[config.mk]
export PLATFORM = sky130hd
export DESIGN_NAME = mem_dsram_master
export DESIGN_NICKNAME = d
export VERILOG_FILES = /design/src/rtl/mem_dsram_master.sv
export SDC_FILE = /design/constraint.sdc
export NUM_CORES = 1
export LEC_CHECK = 0
export ABC_AREA = 1
export CORE_ASPECT_RATIO = 0.75
export CORE_MARGIN = 2
export CORE_UTILIZATION = 38
export DETAILED_ROUTE_END_ITERATION = 10
export PLACE_DENSITY = 0.79
export SYNTH_ARGS = -nofsm -noshare
export SYNTH_HDL_FRONTEND = slang
export SYNTH_SLANG_ARGS = --single-unit
[constraint.sdc]
create_clock -name clk -period 1.25 [get_ports clk]
set_input_delay 0.125 -clock clk [delete_from_list [all_inputs] [get_ports clk]]
set_output_delay 0.125 -clock clk [all_outputs]
set_load 0.03 [all_outputs]
[src/rtl/mem_dsram_master.sv]
// Memory-stage master for the data SRAM-like (req/addr_ok/data_ok) bus.
// Checks alignment, issues one load/store at a time, and extends load data
// for MEM/WB. The pipeline is stalled while an access is in flight. A
// response orphaned by an exception flush is drained before the next access.
module mem_dsram_master (
    input  logic        clk,
    input  logic        rst,
    input  logic        flush,
    input  logic        mem_en,
    input  logic [2:0]  mem_op,
    input  logic [31:0] mem_addr,
    input  logic [31:0] mem_wdata,
    input  logic        mem_adv,
    output logic        data_sram_req,
    output logic        data_sram_wr,
    output logic [1:0]  data_sram_size,
    output logic [31:0] data_sram_addr,
    output logic [3:0]  data_sram_wstrb,
    output logic [31:0] data_sram_wdata,
    input  logic        data_sram_addr_ok,
    input  logic        data_sram_data_ok,
    input  logic [31:0] data_sram_rdata,
    output logic [31:0] dm_rdata,
    output logic        mem_stall,
    output logic        exc_adel,
    output logic        exc_ades
);

    localparam logic [2:0] OP_LB  = 3'd0;
    localparam logic [2:0] OP_LBU = 3'd1;
    localparam logic [2:0] OP_LH  = 3'd2;
    localparam logic [2:0] OP_LHU = 3'd3;
    localparam logic [2:0] OP_LW  = 3'd4;
    localparam logic [2:0] OP_SB  = 3'd5;
    localparam logic [2:0] OP_SH  = 3'd6;
    localparam logic [2:0] OP_SW  = 3'd7;

    typedef enum logic [2:0] {
        S_IDLE  = 3'd0,
        S_REQ   = 3'd1,
        S_WAIT  = 3'd2,
        S_HOLD  = 3'd3,
        S_DRAIN = 3'd4
    } state_t;

    state_t      r_state;
    state_t      w_state_nxt;
    logic [2:0]  r_op;
    logic [1:0]  r_lane;
    logic [31:0] r_rdata;

    logic        w_is_store;
    logic        w_misalign;
    logic        w_issue;
    logic        w_resp_ok;
    logic        w_hold_cap;

    // Sign/zero extension of a raw read word using the captured op and lane.
    // Stores return zero so nothing stale reaches MEM/WB.
    function automatic logic [31:0] load_ext(input logic [2:0]  op,
                                             input logic [1:0]  lane,
                                             input logic [31:0] d);
        logic [7:0]  b;
        logic [15:0] h;
        logic [31:0] res;
        case (lane)
            2'd0:    b = d[7:0];
            2'd1:    b = d[15:8];
            2'd2:    b = d[23:16];
            default: b = d[31:24];
        endcase
        h = lane[1] ? d[31:16] : d[15:0];
        case (op)
            OP_LB:   res = {{24{b[7]}}, b};
            OP_LBU:  res = {24'd0, b};
            OP_LH:   res = {{16{h[15]}}, h};
            OP_LHU:  res = {16'd0, h};
            OP_LW:   res = d;
            default: res = 32'd0;
        endcase
        return res;
    endfunction

    // Decode the current MEM instruction: direction, alignment, exceptions.
    always_comb begin
        w_is_store = (mem_op == OP_SB) | (mem_op == OP_SH) | (mem_op == OP_SW);
        case (mem_op)
            OP_LH, OP_LHU, OP_SH: w_misalign = mem_addr[0];
            OP_LW, OP_SW:         w_misalign = |mem_addr[1:0];
            default:              w_misalign = 1'b0;
        endcase
        exc_adel = mem_en & w_misalign & ~w_is_store;
        exc_ades = mem_en & w_misalign & w_is_store;
        w_issue  = (r_state == S_IDLE) & mem_en & ~w_misalign & ~flush;
    end

    // Request channel: address/control come straight from the held MEM inputs.
    always_comb begin
        data_sram_req  = w_issue | ((r_state == S_REQ) & ~flush);
        data_sram_wr   = w_is_store;
        data_sram_addr = mem_addr;
        case (mem_op)
            OP_LB, OP_LBU, OP_SB: data_sram_size = 2'd0;
            OP_LH, OP_LHU, OP_SH: data_sram_size = 2'd1;
            default:              data_sram_size = 2'd2;
        endcase
        case (mem_op)
            OP_SB: begin
                data_sram_wstrb = 4'b0001 << mem_addr[1:0];
                data_sram_wdata = {4{mem_wdata[7:0]}};
            end
            OP_SH: begin
                data_sram_wstrb = 4'b0011 << mem_addr[1:0];
                data_sram_wdata = {2{mem_wdata[15:0]}};
            end
            OP_SW: begin
                data_sram_wstrb = 4'b1111;
                data_sram_wdata = mem_wdata;
            end
            default: begin
                data_sram_wstrb = 4'b0000;
                data_sram_wdata = mem_wdata;
            end
        endcase
    end

    // Next-state logic for the single outstanding transaction.
    always_comb begin
        w_state_nxt = r_state;
        w_resp_ok   = (r_state == S_WAIT) & data_sram_data_ok;
        w_hold_cap  = w_resp_ok & ~flush & ~mem_adv;
        case (r_state)
            S_IDLE: begin
                if (w_issue) w_state_nxt = data_sram_addr_ok ? S_WAIT : S_REQ;
            end
            S_REQ: begin
                if (flush)                  w_state_nxt = S_IDLE;
                else if (data_sram_addr_ok) w_state_nxt = S_WAIT;
            end
            S_WAIT: begin
                if (data_sram_data_ok)      w_state_nxt = (flush | mem_adv) ? S_IDLE : S_HOLD;
                else if (flush)             w_state_nxt = S_DRAIN;
            end
            S_HOLD: begin
                if (mem_adv | flush)        w_state_nxt = S_IDLE;
            end
            S_DRAIN: begin
                if (data_sram_data_ok)      w_state_nxt = S_IDLE;
            end
            default:                        w_state_nxt = S_IDLE;
        endcase
    end

    // State register.
    always_ff @(posedge clk) begin
        if (rst) r_state <= S_IDLE;
        else     r_state <= w_state_nxt;
    end

    // Load-extension context, captured when the request is first presented.
    always_ff @(posedge clk) begin
        if (rst) begin
            r_op   <= 3'd0;
            r_lane <= 2'd0;
        end else if (w_issue) begin
            r_op   <= mem_op;
            r_lane <= mem_addr[1:0];
        end
    end

    // Raw read data parked while MEM/WB is not ready to take it.
    always_ff @(posedge clk) begin
        if (rst)             r_rdata <= 32'd0;
        else if (w_hold_cap) r_rdata <= data_sram_rdata;
    end

    // Load result toward MEM/WB and the pipeline stall.
    always_comb begin
        dm_rdata = 32'd0;
        if (w_resp_ok)               dm_rdata = load_ext(r_op, r_lane, data_sram_rdata);
        else if (r_state == S_HOLD)  dm_rdata = load_ext(r_op, r_lane, r_rdata);
        mem_stall = (mem_en & ~w_misalign & ~flush & ~(w_resp_ok | (r_state == S_HOLD)))
                  | ((r_state == S_DRAIN) & mem_en);
    end

endmodule

### Word-level counts from Yosys, hierarchy flattened

Cells that the tools add are included.

| word-level totals | value |
|---|---|
| register bits after elaboration | 40 |
| output and inout bits | 107 |

| cells by class | value |
|---|---|
| eq/ne operators | 22 |
| shift-type cells | 2 |
| mux-type cells | 22 |
| bitwise operators | 25 |
| reduce and logical (&&, ||, !) cells | 9 |

Operator list:

| cell | count |
|---|---|
| $pmux W32 S5 | 2 |
| $mux W32 | 2 |
| $pmux W32 S2 | 1 |
| $pmux W8 S3 | 2 |
| $mux W16 | 2 |
| $mux W3 | 7 |
| $eq A3 B2 Y1 const B | 6 |
| $eq A3 B3 Y1 const B | 6 |
| $pmux W3 S5 | 1 |
| $and A1 B1 Y1 | 14 |
| $pmux W4 S3 | 1 |
| $eq A3 B1 Y1 const B | 3 |
| $logic_not A3 Y1 | 3 |
| $ne A2 B2 Y1 const B | 3 |
| $ne A3 B3 Y1 const B | 2 |
| $or A1 B1 Y1 | 6 |
| $reduce_or A3 Y1 | 2 |
| $not A1 Y1 | 5 |
| $reduce_and A5 Y1 | 1 |
| $mux W2 | 2 |
| $pmux W2 S2 | 1 |
| $reduce_or A2 Y1 | 2 |
| $shl A1 B2 Y4 const A | 1 |
| $shl A2 B2 Y4 const A | 1 |
| other kinds (4) | 4 |

### Logic depth before layout (Yosys ltp)

| depth | value |
|---|---|
| word-level depth | 8 |
| mapped depth | 10 |
| mapped depth without buffers | 9 |

### Least setup slack after synthesis

Ideal clock, no wire load.

| timing path | value |
|---|---|
| kind | register to output |
| from | reg r_state[0] |
| to | out mem_stall |
| arrival | 1.532 ns |
| data required time | 1.125 ns |
| slack | -0.407 ns |
| stages on the path, launching flop included | 5 |
| buffers on the path | 0 |
| cells stage by stage | dfxtp_1 > nor3_4 > nand2_1 > clkinv_1 > o31ai_1 |

| on the way | value |
|---|---|
| longest elaborated chain between the ends | 6 |
| elaborated cells between the ends (all ways) | 9 |
| classes of those cells | 3 x eq/ne; 6 x bitwise |

RTL lines:

| element | line | RTL |
|---|---|---|
| start: declaration | 46 | `state_t r_state;` |
| start signal: assignment | 157 | `else r_state <= w_state_nxt;` |
| $eq A3 B2 Y1 | 130 | `w_resp_ok = (r_state == S_WAIT) & data_sram_data_ok;` |
| $and A1 B1 Y1 | 130 |  |
| $or A1 B1 Y1 | 182 | `mem_stall = (mem_en & ~w_misalign & ~flush & ~(w_resp_ok \| (r_state == S_HOLD)))` |
| $not A1 Y1 | 182 |  |
| $and A1 B1 Y1 | 182 |  |
| $or A1 B1 Y1 * | 183 | `\| ((r_state == S_DRAIN) & mem_en);` |
| end: declaration | 24 | `output logic mem_stall,` |

Mark *: on every way between the ends. The rest lies on a longest branch, timed or not.

### Worst setup path after layout

| timing path | value |
|---|---|
| from | reg r_lane[1] |
| to | out dm_rdata[2] |

| on the way | value |
|---|---|
| longest elaborated chain between the ends | 5 |
| elaborated cells between the ends (all ways) | 11 |
| classes of those cells | 2 x eq/ne; 8 x mux; 1 x reduce/logical |

RTL lines:

| element | line | RTL |
|---|---|---|
| start: declaration | 49 | `logic [1:0] r_lane;` |
| start signal: assignment | 167 | `r_lane <= mem_addr[1:0];` |
| $eq A2 B2 Y1 (tied with other cells) | 66 | `case (lane)` |
| $pmux W8 S3 | 66 |  |
| $pmux W32 S5 | 73 | `case (op)` |
| $mux W32 | 181 | `else if (r_state == S_HOLD) dm_rdata = load_ext(r_op, r_lane, r_rdata);` |
| $mux W32 * | 180 | `if (w_resp_ok) dm_rdata = load_ext(r_op, r_lane, data_sram_rdata);` |
| end: declaration | 23 | `output logic [31:0] dm_rdata,` |

Marks and branches as above.

==> results_dict.tcl <==
set metrics [dict create \
    outcome "complete, but fails checks" \
    violations "setup timing" \
    path_common_cell "nand2_1" \
    synth_compound_area_share_pct 22.6 \
    htreeDepth 2 \
    slew_violations 0 \
    pin_count 213 \
    die_y_um 96.0 \
    placed_cell_area_mm2 0.00666 \
    grt_pass1_wl_mm 29.0 \
    yosysWarnings 0 \
    register_area_um2 823 \
    syn_inst 779 \
    cp_cell_sequence "inv_4 > buf_6 > buf_4 > nand2_1 > nand2_1 > a22oi_1 > o21ai_1 > nand2_1 > nand2_4 > buf_4" \
    synth_edf_count 0 \
    yosys.area_share.xor_xnor_pct 0 \
    drc 0 \
    synth.net_count 885 \
    hpwl_mm 12.7 \
    setup.worst_path.end_class "output port" \
    hold_path_end "r_op[1]" \
    critPathMaxFanout 8 \
    yosys.area_share.simple_pct 40.2 \
    fillerInstances 703 \
    drt-total-wl_mm 22.7 \
    ant_nets 0 \
    synth_top_family_by_area "simple AND/OR/NAND/NOR gates" \
    clkLatencyLatePin_ns 0.28 \
    num_antenna_cells 0 \
    synthAdderAreaFrac_pct 0 \
    io_buffers 152 \
    synthArstFlopShare_pct 0 \
    rows 33 \
    worst_slew_pin_slew_ns 0.338 \
    slew_headroom_pct 77.3 \
    cts_sinks 40 \
    finalInstanceArea_mm2 0.00826 \
    min_path_cells 4 \
    initial_core_util_pct 39.1 \
    worst_path_max_delay_cell "dfxtp_4" \
    ys_seq_area_share_pct 18.7 \
    fp.dieArea_mm2 0.0122 \
    antenna_found_initial 0 \
    die_w_um 127 \
    postCtsHoldBufs 0 \
    ir_worst_vdd_mv 0.738 \
    cts-root-buf "clkbuf_16" \
    min_from "mem_op[1]" \
    gr-total-overflow 0 \
    cts_buffers 5 \
    hold_viol 0 \
    vias 6693 \
    arrival_ns 1.91 \
    first_global_vias 5662 \
    dr.pass1.iters 11 \
    fmax_ghz 0.491 \
    path_clk_slew_ns 0.07 \
    period_needed_ns 2.04 \
    cts_tree "yes" \
    ys.flop_type "dfxtp_1" \
    grt_max_degree 35 \
    rr_startpoint "r_state[1]" \
    max_stage_delay_ns 0.41 \
    start_kind "flop" \
    timing.rr.end "r_rdata[1]" \
    power_density_mw_per_mm2 1000 \
    drt_iter0_markers 1163 \
    fin_nets 1096 \
    muxShareOfSynthArea_pct 0 \
    multi_input_comb_area_mm2 0.00382 \
    ys_ff_latch 40 \
    finalWorstSetupSlack_ns -0.786 \
    core_mm2 0.0110 \
    cts.path.max_buffers 2 \
    routedWlPerCell_um 20.0 \
    path_class "reg -> out" \
    fin_skew_ns 0.00677 \
    syn-cell-area_mm2 0.00429 \
    period_share_pct 163 \
    drive_gt1_share_pct 49.2 \
    detail_route.vias_per_cell 5.92 \
    setup_violations 105 \
    syn_to_final_growth_pct 92.5 \
    rsz0062_at_grt "yes" \
    cp_data_required_time_ns 1.12 \
    globalRouteTotalUtil_pct 29.7 \
    drv_cap 0 \
    timing.reg2reg.worst_path_depth 9 \
    hold_class "in -> reg" \
    r2r_slack_ns -0.52 \
    synth_area_per_cell_um2 5.51 \
    p_leak_nw 3.82 \
    routabilityCongestion 1.01 \
    power.total_w 0.00826 \
    ys_types 30 \
]
## area by class of cell
type / instances / area share (%)
multi-input combinational: 589 / 46.3
clock buffer: 6 / 1.56
timing repair inverter: 1 / 0.136
tap: 140 / 2.12
timing repair buffer: 289 / 36.0
clock inverter: 2 / 0.424
sequential: 40 / 9.97
inverter: 64 / 3.56
## state kept, by name (all words and copies together) (netlist names)
signal,cells
r_rdata,32
r_op,3
r_state,3
r_lane,2
## metrics by stage
step	cells	setup WS, ns	hold WS, ns	util [%]	TNS, ns
after floorplan	779	-0.209	0.187	-	-4.85
after global placement	1090	-0.504	0.250	60.6	-39.64
after detailed placement	1090	-0.566	0.250	60.6	-41.92
after CTS	1115	-0.685	0.237	68.2	-26.21
after global routing	1131	-0.809	0.229	75.2	-45.53
final	1131	-0.786	0.224	75.2	-40.67
## worst max path at each step
stage	endpoint	from	depth (start not counted)	slack [ns]
3_5_place_dp	data_sram_wdata[21]	mem_op[1]	9	-0.57
3_3_place_gp	data_sram_wstrb[2]	mem_op[1]	8	-0.50
5_1_grt	dm_rdata[30]	r_lane[1]	10	-0.81
6_report	dm_rdata[2]	r_lane[1]	10	-0.79
4_1_cts	dm_rdata[22]	r_lane[1]	9	-0.68
2_1_floorplan	data_sram_wstrb[1]	mem_op[1]	7	-0.21
## cell usage after synthesis (2+ instances only)
master	n	area share, %
o21ai_0	101	12
o21ai_2	3	0.61
clkinv_1	2	0.18
or2_1	3	0.44
a22oi_1	15	2.6
o211ai_1	7	1.2
clkbuf_1	14	1.2
a21oi_1	41	4.8
o21ai_1	4	0.47
buf_6	6	1.6
nand3_2	5	1.2
nor2_2	4	0.58
buf_4	42	7.4
nand2_1	273	24
nor2_1	48	4.2
inv_1	56	4.9
nand3_1	73	8.5
nand4_1	4	0.58
dfxtp_1	40	19
inv_2	6	0.53
buf_2	23	2.7
## placed cells by master (no fill, tap or decap), drive strengths merged, types with 3 or more instances in the layout
master         synthesis  final
clkinv                 2      4
buf                   71    213
dfxtp                 40     40
a21oi                 41     41
o21ai                108    108
nand4                  4      4
nand3                 78     78
inv                   62     62
o211ai                 8      8
or2                    3      3
nand2                274    274
nor2                  53     53
a22oi                 15     15
clkbuf                15     11
clkdlybuf4s50          0     70
## critical path, delay by kind of cell (launching register included)
kind                   cells  cell delay (ns)
flip-flops                 1             0.41
buffers and inverters      4             0.51
AND/OR/NAND/NOR            4             0.36
AO/OA/AOI/OAI              2             0.33
## layer usage
layer / GRT usage, % / routed length (um) / up-vias
li1: - / - / 2928
met1: 41.3 / 8580 / 3025
met2: 47.9 / 10100 / 579
met3: 5.28 / 2770 / 161
met4: 7.42 / 1260 / 0
met5: 0 / 0 / -
## timing repair
| action | in CTS | in global routing |
|---|---|---|
| cloned | 3 | 5 |
| setup endpoints to repair | 106 | 105 |
| hold endpoints to repair | 0 | 0 |
| resized for setup | 203 | 160 |
| setup buffers | 15 | 14 |
| pin swaps | 29 | 44 |
## kinds of logic after synthesis
kind of cell    count (synthesis)
flops                          40
compound gates                176
simple gates                  413
buf+inv                       150
## power breakdown
group / total (W) / switching (W) / internal (W)
sequential: 0.00156 / 0.000160 / 0.00140
clock: 0.00155 / 0.000602 / 0.000943
combinational: 0.00516 / 0.00290 / 0.00226
total: 0.00826 / 0.00366 / 0.00460
Power figures use the tool's default switching activity.
